<file path="src/rtl/mem_wb_skid_stage.sv">
// rtl/mem_wb_skid_stage.sv - MEM/WB stage with load formatting and an in-order skid buffer toward writeback
module mem_wb_skid_stage #(
    parameter int XLEN       = 32,
    parameter int RADDR_W    = 5,
    parameter int SKID_DEPTH = 2,
    localparam int OFF_W     = $clog2(XLEN / 8),
    localparam int PTR_W     = $clog2(SKID_DEPTH),
    localparam int CNT_W     = $clog2(SKID_DEPTH) + 1
) (
    input  logic               clk,
    input  logic               reset_n,
    input  logic               mem_valid,
    output logic               mem_ready,
    input  logic [XLEN-1:0]    mem_alu_data,
    input  logic [XLEN-1:0]    mem_load_data,
    input  logic [OFF_W-1:0]   mem_byte_off,
    input  logic [2:0]         mem_funct3,
    input  logic [RADDR_W-1:0] mem_rd,
    input  logic               mem_regwrite,
    input  logic               mem_memtoreg,
    input  logic               stall,
    input  logic               flush,
    output logic               wb_valid,
    input  logic               wb_ready,
    output logic [XLEN-1:0]    wb_data,
    output logic [RADDR_W-1:0] wb_rd,
    output logic               wb_regwrite,
    output logic               wb_misalign,
    output logic [CNT_W-1:0]   wb_count
);

    logic [XLEN-1:0]    data_q     [SKID_DEPTH];
    logic [RADDR_W-1:0] rd_q       [SKID_DEPTH];
    logic               regwrite_q [SKID_DEPTH];
    logic               misalign_q [SKID_DEPTH];

    logic [PTR_W-1:0] head_q;
    logic [PTR_W-1:0] tail_q;
    logic [CNT_W-1:0] count_q;

    logic            full;
    logic            push;
    logic            pop;
    logic [XLEN-1:0] shifted;
    logic [XLEN-1:0] load_fmt;
    logic            load_misal;
    logic [XLEN-1:0] cap_data;
    logic            cap_misal;
    logic            cap_regwrite;

    assign full      = (count_q == CNT_W'(SKID_DEPTH));
    assign mem_ready = !full;
    assign wb_valid  = (count_q != '0);
    assign push      = mem_valid && mem_ready && !stall && !flush;
    assign pop       = wb_valid && wb_ready && !stall && !flush;

    // Lane alignment: bring the addressed byte down to bit 0 before extension.
    assign shifted = mem_load_data >> {mem_byte_off, 3'b000};

    always_comb begin
        load_fmt = shifted;
        case (mem_funct3)
            3'd0:    load_fmt = XLEN'($signed(shifted[7:0]));
            3'd1:    load_fmt = XLEN'($signed(shifted[15:0]));
            3'd2:    load_fmt = XLEN'($signed(shifted[31:0]));
            3'd4:    load_fmt = XLEN'(shifted[7:0]);
            3'd5:    load_fmt = XLEN'(shifted[15:0]);
            3'd6:    load_fmt = XLEN'(shifted[31:0]);
            default: load_fmt = shifted;
        endcase
    end

    always_comb begin
        load_misal = 1'b0;
        case (mem_funct3)
            3'd1, 3'd5: load_misal = mem_byte_off[0];
            3'd2, 3'd6: load_misal = |mem_byte_off[1:0];
            3'd3:       load_misal = (XLEN == 64) && (|mem_byte_off);
            default:    load_misal = 1'b0;
        endcase
    end

    // A misaligned load still takes a slot but must never reach the regfile.
    always_comb begin
        cap_misal    = mem_memtoreg && load_misal;
        cap_data     = mem_memtoreg ? load_fmt : mem_alu_data;
        cap_regwrite = mem_regwrite;
        if (cap_misal) begin
            cap_data     = '0;
            cap_regwrite = 1'b0;
        end
    end

    always_ff @(posedge clk or negedge reset_n) begin
        if (!reset_n) begin
            head_q  <= '0;
            tail_q  <= '0;
            count_q <= '0;
            for (int i = 0; i < SKID_DEPTH; i++) begin
                data_q[i]     <= '0;
                rd_q[i]       <= '0;
                regwrite_q[i] <= 1'b0;
                misalign_q[i] <= 1'b0;
            end
        end else if (flush) begin
            head_q  <= '0;
            tail_q  <= '0;
            count_q <= '0;
        end else begin
            if (push) begin
                data_q[tail_q]     <= cap_data;
                rd_q[tail_q]       <= mem_rd;
                regwrite_q[tail_q] <= cap_regwrite;
                misalign_q[tail_q] <= cap_misal;
                tail_q             <= tail_q + 1'b1;
            end
            if (pop) begin
                head_q <= head_q + 1'b1;
            end
            case ({push, pop})
                2'b10:   count_q <= count_q + 1'b1;
                2'b01:   count_q <= count_q - 1'b1;
                default: count_q <= count_q;
            endcase
        end
    end

    assign wb_count    = count_q;
    assign wb_data     = wb_valid ? data_q[head_q]     : '0;
    assign wb_rd       = wb_valid ? rd_q[head_q]       : '0;
    assign wb_regwrite = wb_valid ? regwrite_q[head_q] : 1'b0;
    assign wb_misalign = wb_valid ? misalign_q[head_q] : 1'b0;

endmodule

</file>
<file path="config.mk">
export PLATFORM = sky130hd
export DESIGN_NAME = mem_wb_skid_stage
export DESIGN_NICKNAME = d
export VERILOG_FILES = /design/src/rtl/mem_wb_skid_stage.sv
export SDC_FILE = /design/constraint.sdc
export NUM_CORES = 1
export LEC_CHECK = 0
export CORE_MARGIN = 10
export CORE_UTILIZATION = 45
export CTS_CLUSTER_DIAMETER = 30
export DETAILED_ROUTE_END_ITERATION = 10
export GPL_TIMING_DRIVEN = 0
export HOLD_SLACK_MARGIN = 0.02
export PLACE_DENSITY = 0.77
export REMOVE_ABC_BUFFERS = 1
export SLEW_MARGIN = 25
export SYNTH_ARGS = -nofsm -noshare
export SYNTH_HDL_FRONTEND = slang
export SYNTH_SLANG_ARGS = --single-unit
</file>
<file path="constraint.sdc">
create_clock -name clk -period 1.89 [get_ports clk]
set_clock_uncertainty 0.05 [all_clocks]
set_input_delay 0.4725 -clock clk [delete_from_list [all_inputs] [get_ports clk]]
set_output_delay 0.4725 -clock clk [all_outputs]
set_load 0.02 [all_outputs]
</file>
==> summary.md, run 1 <==
| Metric | Value |
|---|---|
| Outcome | finished with violations |
| Failing checks | negative setup slack |
| H-tree level count | 3 |
| VDD IR-drop max | 0.353 mV |
| Synth Cell Area | 4970 sq um |
| Wire length on met2 | 9.11 mm |
| Power Density | 719 nW/um^2 |
| Tcrit/Tclk final | 1.14 |
| Layout area overhead | 51.3% |
| Row count | 38 |
| DRT Wirelength | 19.4 mm |
| Routed Antenna Nets | 0 |
| Wl on met1 | 7.95 mm |
| Initial core utilization | 0.459 |
| Synth Area in XOR/XNOR | 0.00352 |
| FF-to-FF setup slack | -90 ps |
| Highest layer used for signal routing | met4 |
| Number of synthesized flops with an enable pin | 0 |
| Post-synthesis adder-cell area fraction | 0 |
| Post-synth top area share | 0.412 |
| Final Setup Violations | 57 |
| Simple-gate area share of the yosys netlist | 0.163 |
| Nets | 769 |
| Least-Margin Pin Slew | 505 ps |
| Height of the chip | 125 um |
| Core Util, Final | 0.694 |
| Post-route minimum period | 2160 ps |
| Data arrival, critical path | 1630 ps |
| Asr flop ratio synth | 1.00 |
| Die width | 125 um |
| Via count | 5094 |
| Final Hold Fails | 0 |
| I/O pin cnt | 125 |
| Proportion of synthesized area in mux cells | 0.181 |
| RR Endpoint | data_q[51]$_DFFE_PN0P_ |
| Antenna violations before repair | 0 |
| Overflow left after global routing | 0 |
| CP Data Required Time | 1370 ps |
| Crit start category | register |
| DR DRC count | 0 |
| Worst-Skew Late Latency | 360 ps |
| Final slew viol count | 0 |
| R2R Path Start | wb_count[1]$_DFFE_PN0P_ |
| Root Buffer | clkbuf_8 |
| Setup ws final | -267 ps |
| HPWL Detailed | 11.7 mm |
| Setup WS pre-CTS | -1580 ps |
| Worst-path clk slew | 90 ps |
| Iter 0 DRT Violations | 543 |
| Worst R2R Path Depth | 5 |
| Mean area per synthesized cell | 9.37 sq um |
| CP Max Fanout | 6 |
| TritonCTS Buffers | 9 |
| Compound-Gate Fraction of Synth Area | 0.197 |
| HP Class | in2async |
| Total GRT Usage | 0.218 |
| Max Cap Viol | 0 |
| First drt pass iteration count | 5 |
| Largest family of logic cells by synthesized area | compound AO/OA/AOI/OAI gates |
| CTS Buffer Depth | 2 |
| Placed Cells incl. Taps | 766 |
| Synth Flop Type | dfrtp_1 |
| Maximum clock frequency | 0.464 GHz |
| Crit Path Class | reg2out |
| Vias in the first global route | 5045 |
| Synth area leaders | dfrtp_1 (41%), mux2i_1 (15%), nor2_1 (5.2%) |
| Unrepaired setup endpoints after global routing | true |
| CP Capture Type | primary output |
| Yosys reg bits | 82 |
| Top post-synthesis cells by count | dfrtp_1 (82), mux2i_1 (74), nor2_1 (69), nand2_1 (58), nor2b_1 (28) |
| Share of cells above drive strength 1 | 0.302 |
| Die area | 15700 sq um |
| Synth warnings | 0 |
| Syn Inst Count | 531 |
| First-pass GRT wire length | 28.3 mm |
| Met3 WL | 1.52 mm |
| Count of cell types in the netlist | 40 |
| Most common cell in the netlist | dfrtp_1 |
| Wire per inst | 23.4 um |
| Final setup TNS | -6960 ps |
| IO buf count | 124 |
| Dominant cell type by area after synthesis | dfrtp_1 |
| Vias per cell | 6.12 |
| ANT cells | 0 |
| Post-Layout Cell Count | 832 |
| Core area | 10800 sq um |
| CTS sink count | 82 |
| RD Place Congestion | 0.802 |
| Hold Buf Count CTS | 0 |
| Slew margin rel. | 0.661 |
| Sequential element share of the synthesized area | 0.412 |
| TritonCTS clock tree | done |
| Largest net degree at the start of global routing | 51 |
| Pwr Total | 5.41 mW |
| Static leakage | 3.22 nW |
## sequential cells by signal, summed over array words and instances, names as in the netlist
| name | flops |
|---|---|
| data_q | 64 |
| head_q | 1 |
| misalign_q | 2 |
| rd_q | 10 |
| regwrite_q | 2 |
| tail_q | 1 |
| wb_count | 2 |
## layer usage
metal	vias to the layer above	track usage
li1	2255	-
met1	2496	0.283
met2	284	0.352
met3	59	0.0507
met4	0	0.0725
met5	-	0
## per-stage QoR
step	instance area (sq um)	hold WS (ps)
detailed placement	6430	401
CTS	7110	21.9
global route	7530	36.0
finish	7530	7.36
floorplan	4790	127
global placement	6210	406
## cells by family (layout without fill, tap and decap cells)
kind of cell / count (synthesis) / count (layout)
flip-flops: 82 / 82
XOR/XNOR: 2 / 2
buffers and inverters: 53 / 212
AO/OA/AOI/OAI: 128 / 128
AND/OR/NAND/NOR: 178 / 180
multiplexers: 88 / 88
## worst max path at each step
stage                                  from                endpoint  cells after the start
floorplan           wb_count[1]$_DFFE_PN0P_  data_q[40]$_DFFE_PN0P_                      4
global placement                      stall  data_q[42]$_DFFE_PN0P_                      5
detailed placement          mem_byte_off[1]  data_q[24]$_DFFE_PN0P_                      5
CTS                      head_q$_DFFE_PN0P_              wb_data[4]                      5
global route             head_q$_DFFE_PN0P_             wb_data[30]                      5
finish                   head_q$_DFFE_PN0P_             wb_data[30]                      5
## area by class of cell
class / instances / area [sq um]
Timing Repair Buffer: 186 / 1920
Tap cell: 140 / 175
Sequential cell: 82 / 2060
Fill cell: 822 / 3310
Clock inverter: 4 / 27.5
Inverter: 10 / 42.5
Clock buffer: 12 / 145
Multi-Input combinational cell: 398 / 3160
## cell usage in the layout, fill, tap and decap left out, types with 3 or more instances in the layout
| master | n |
|---|---|
| nand2b_1 | 3 |
| a2bb2oi_2 | 8 |
| dlymetal6s2s_1 | 5 |
| clkbuf_8 | 10 |
| o211ai_1 | 7 |
| nand2_1 | 58 |
| a41o_1 | 7 |
| mux2_2 | 7 |
| o21ai_1 | 5 |
| o2111ai_1 | 16 |
| clkdlybuf4s50_1 | 67 |
| buf_4 | 67 |
| buf_16 | 5 |
| a22oi_1 | 8 |
| dfrtp_2 | 3 |
| mux2_4 | 7 |
| mux2i_1 | 62 |
| a21oi_1 | 4 |
| buf_2 | 5 |
| a21o_1 | 3 |
| dfrtp_1 | 78 |
| a211o_1 | 7 |
| inv_1 | 7 |
| o21ai_0 | 19 |
| nor2_1 | 68 |
| nor2b_4 | 3 |
| dlygate4sd2_1 | 3 |
| buf_6 | 16 |
| nor2b_1 | 24 |
| nor3_4 | 3 |
| buf_12 | 11 |
| a211oi_2 | 16 |
| clkinvlp_4 | 3 |
| a2bb2oi_1 | 9 |
| mux2i_4 | 4 |
| o221ai_1 | 10 |
| mux2i_2 | 8 |
## worst max-delay path: stages (launching register included)
cell and delay [ps]:
dfrtp_4 540, buf_12 160, buf_16 140, mux2i_1 120
nor2_1 140, buf_4 160
## power breakdown
| group | switching (mW) | internal (mW) |
|---|---|---|
| clock | 0.669 | 0.513 |
| combinational | 0.890 | 0.900 |
| sequential | 0.271 | 2.17 |
## what timing repair did
| item | 4_1_cts | 5_1_grt |
|---|---|---|
| gates resized for setup | 280 | 65 |
| pin swaps | 8 | 25 |
| endpoints found under the setup margin | 116 | 111 |
| gates cloned | 4 | 2 |
| setup buffers | 24 | 22 |
No activity file was read; power rests on OpenSTA's default activity.
==> run 2: changes to the inputs <==
--- a/config.mk
+++ b/config.mk
@@ -11,7 +11,7 @@
 export DETAILED_ROUTE_END_ITERATION = 10
 export GPL_TIMING_DRIVEN = 0
 export HOLD_SLACK_MARGIN = 0.02
-export PLACE_DENSITY = 0.77
+export PLACE_DENSITY = 0.79
 export REMOVE_ABC_BUFFERS = 1
 export SLEW_MARGIN = 25
 export SYNTH_ARGS = -nofsm -noshare
==> run 2 against run 1 <==
  * Clock-buffer cell count shrank 1
  * Wire length grew 1.7%
  * Highest routed layer is now met5
  * Critical endpoint is now wb_data[25]
  * Sequential share of layout area fell by 0.20 points
  * Total power is 6.8% higher
  * Largest cell class unchanged
  * The run still ends with negative setup slack left
  * Critical path type unchanged
==> summary.md, run 2 (same netlist as run 1, synthesis figures left out) <==
| Metric | Value |
|---|---|
| Sw frac | 0.326 |
| Largest net degree at the start of global routing | 45 |
| Psw | 1.88 mW |
| Share of cells above drive strength 1 | 0.306 |
| I/O pin cnt | 125 |
| Outcome | finished with violations |
| First drt pass iteration count | 6 |
| Post-Layout Cell Count | 833 |
| Crit Path Class | reg2out |
| Core Util, Final | 0.699 |
| Data arrival, critical path | 1640 ps |
| Slew margin rel. | 0.616 |
| Failing checks | negative setup slack |
| Clock share of power | 0.267 |
| Final setup TNS | -8620 ps |
| FF-to-FF setup slack | -120 ps |
| Most frequent cells in the layout | dfrtp_1 (78), clkdlybuf4s50_1 (69), nor2_1 (67) |
| VDD IR-drop max | 0.381 mV |
| Vias in the first global route | 5225 |
| CP top delay family | flip-flops |
| Antenna violations before repair | 1 |
| Setup WS pre-CTS | -1650 ps |
| Crit start category | register |
| CTS sink count | 82 |
| Via count | 5166 |
| Slowest stage delay, CP | 540 ps |
| Max Cap Viol | 0 |
| Die area | 15700 sq um |
| Unrepaired setup endpoints after global routing | true |
| DR DRC count | 0 |
| Slowest cell on the critical path | dfrtp_4 |
| Final slew viol count | 0 |
| IO buf count | 124 |
| Maximum clock frequency | 0.463 GHz |
| Final Hold Fails | 0 |
| Buf/Inv on CP | 3 |
| Number of flip-flops in the largest register | 64 |
| Biggest register | data_q |
| Root Buffer | clkbuf_8 |
| Commonest non-fill, non-tap cell in the layout | dfrtp_1 |
| Worst R2R Path Depth | 5 |
| Worst-Skew Late Latency | 370 ps |
| Layout area overhead | 52.4% |
| Row count | 38 |
| Worst-path clk slew | 90 ps |
| Die width | 125 um |
| Total GRT Usage | 0.223 |
| Power Density | 762 nW/um^2 |
| CP Capture Type | primary output |
| Tcrit/Tclk final | 1.14 |
| Placed Cells incl. Taps | 766 |
| Iter 0 DRT Violations | 528 |
| RR Endpoint | data_q[49]$_DFFE_PN0P_ |
| ANT cells | 0 |
| HPWL Detailed | 11.5 mm |
| RD Place Congestion | 0.840 |
| CTS Buffer Depth | 2 |
| CP Data Required Time | 1370 ps |
| R2R Path Start | wb_count[1]$_DFFE_PN0P_ |
| HP Class | in2async |
| Least-Margin Pin Slew | 577 ps |
| First-pass GRT wire length | 28.6 mm |
| TritonCTS Buffers | 9 |
| Nets | 770 |
| Register share of total power | 0.420 |
| DRT Wirelength | 19.8 mm |
| Hold Buf Count CTS | 0 |
| Pint | 3.89 mW |
| CP Max Fanout | 7 |
| Initial core utilization | 0.459 |
| Overflow left after global routing | 0 |
| Crit path cell chain | buf_12 > buf_16 > mux2i_1 > nor2_1 > buf_4 |
| Vias per cell | 6.20 |
| Routed Antenna Nets | 0 |
| Final Setup Violations | 71 |
| Gate power share | 0.313 |
| Static leakage | 3.24 nW |
| Core area | 10800 sq um |
| Setup ws final | -269 ps |
| Wire per inst | 23.7 um |
| H-tree level count | 3 |
| Pwr Total | 5.78 mW |
| Post-route minimum period | 2160 ps |
| Top flop regs | data_q (64), rd_q (10) |
| Height of the chip | 125 um |
| TritonCTS clock tree | done |
[run 2: changes by cell type in the layout (fill, tap and decap cells not counted), sizes merged]
cell / before / now
clkinvlp: 3 / 0
clkdlybuf4s15: 2 / 1
clkinv: 1 / 3
bufinv: 0 / 2
clkdlybuf4s50: 67 / 69
dlygate4sd2: 3 / 5
dlymetal6s2s: 5 / 2
[run 2: power by group through the flow]
stage                     Sequential [mW]  Combinational (mW)  Clock, mW
after floorplan                      2.37               0.825          0
after global placement               2.40                1.35          0
after detailed placement             2.42                1.45          0
after CTS                            2.39                1.64       1.52
after global routing                 2.46                1.92       1.60
final                                2.43                1.81       1.54
[run 2: worst reg2reg max path, cell delays in order (launching register included)]
cell and delay, ps:
dfrtp_2 450, nor2b_4 160, buf_6 130, or4_4 470
or3_4 450, a2bb2oi_1 180
[run 2: through the flow]
step / hold slack [ps] / instance area, sq um
6_report: 24.5 / 7580
3_3_place_gp: 406 / 6210
3_5_place_dp: 417 / 6420
2_1_floorplan: 127 / 4790
4_1_cts: 37.3 / 7280
5_1_grt: 60.9 / 7580
[run 2: area by class of cell]
class	count	area, sq um
clock buffer	11	151
multi-input combinational	398	3100
clock inverter	5	86.3
timing repair buffer	187	1970
fill	752	3260
sequential	82	2060
tap	140	175
inverter	10	45.0
[run 2: layer usage]
metal | up-vias | part of all wire | track usage
met5 | - | 0.00046 | 0
met4 | 2 | 0.034 | 0.0915
met3 | 61 | 0.086 | 0.0579
met2 | 307 | 0.49 | 0.370
met1 | 2537 | 0.38 | 0.270
li1 | 2259 | - | -
[run 2: worst max path at each step]
stage / from / endpoint / slack (ps) / cells past startpoint
2_1_floorplan: wb_count[1]$_DFFE_PN0P_ / data_q[40]$_DFFE_PN0P_ / -3260 / 4
6_report: head_q$_DFFE_PN0P_ / wb_data[25] / -270 / 5
5_1_grt: head_q$_DFFE_PN0P_ / wb_data[3] / -310 / 5
4_1_cts: head_q$_DFFE_PN0P_ / wb_data[3] / -240 / 5
3_5_place_dp: mem_byte_off[1] / data_q[13]$_DFFE_PN0P_ / -1650 / 6
3_3_place_gp: stall / data_q[41]$_DFFE_PN0P_ / -6660 / 5
[run 2: timing repair]
| action | in CTS | in global routing |
|---|---|---|
| cloned | 6 | 2 |
| endpoints found under the setup margin | 120 | 93 |
| gates resized for setup | 293 | 51 |
| setup buffers | 30 | 16 |
| pin swaps | 22 | 13 |
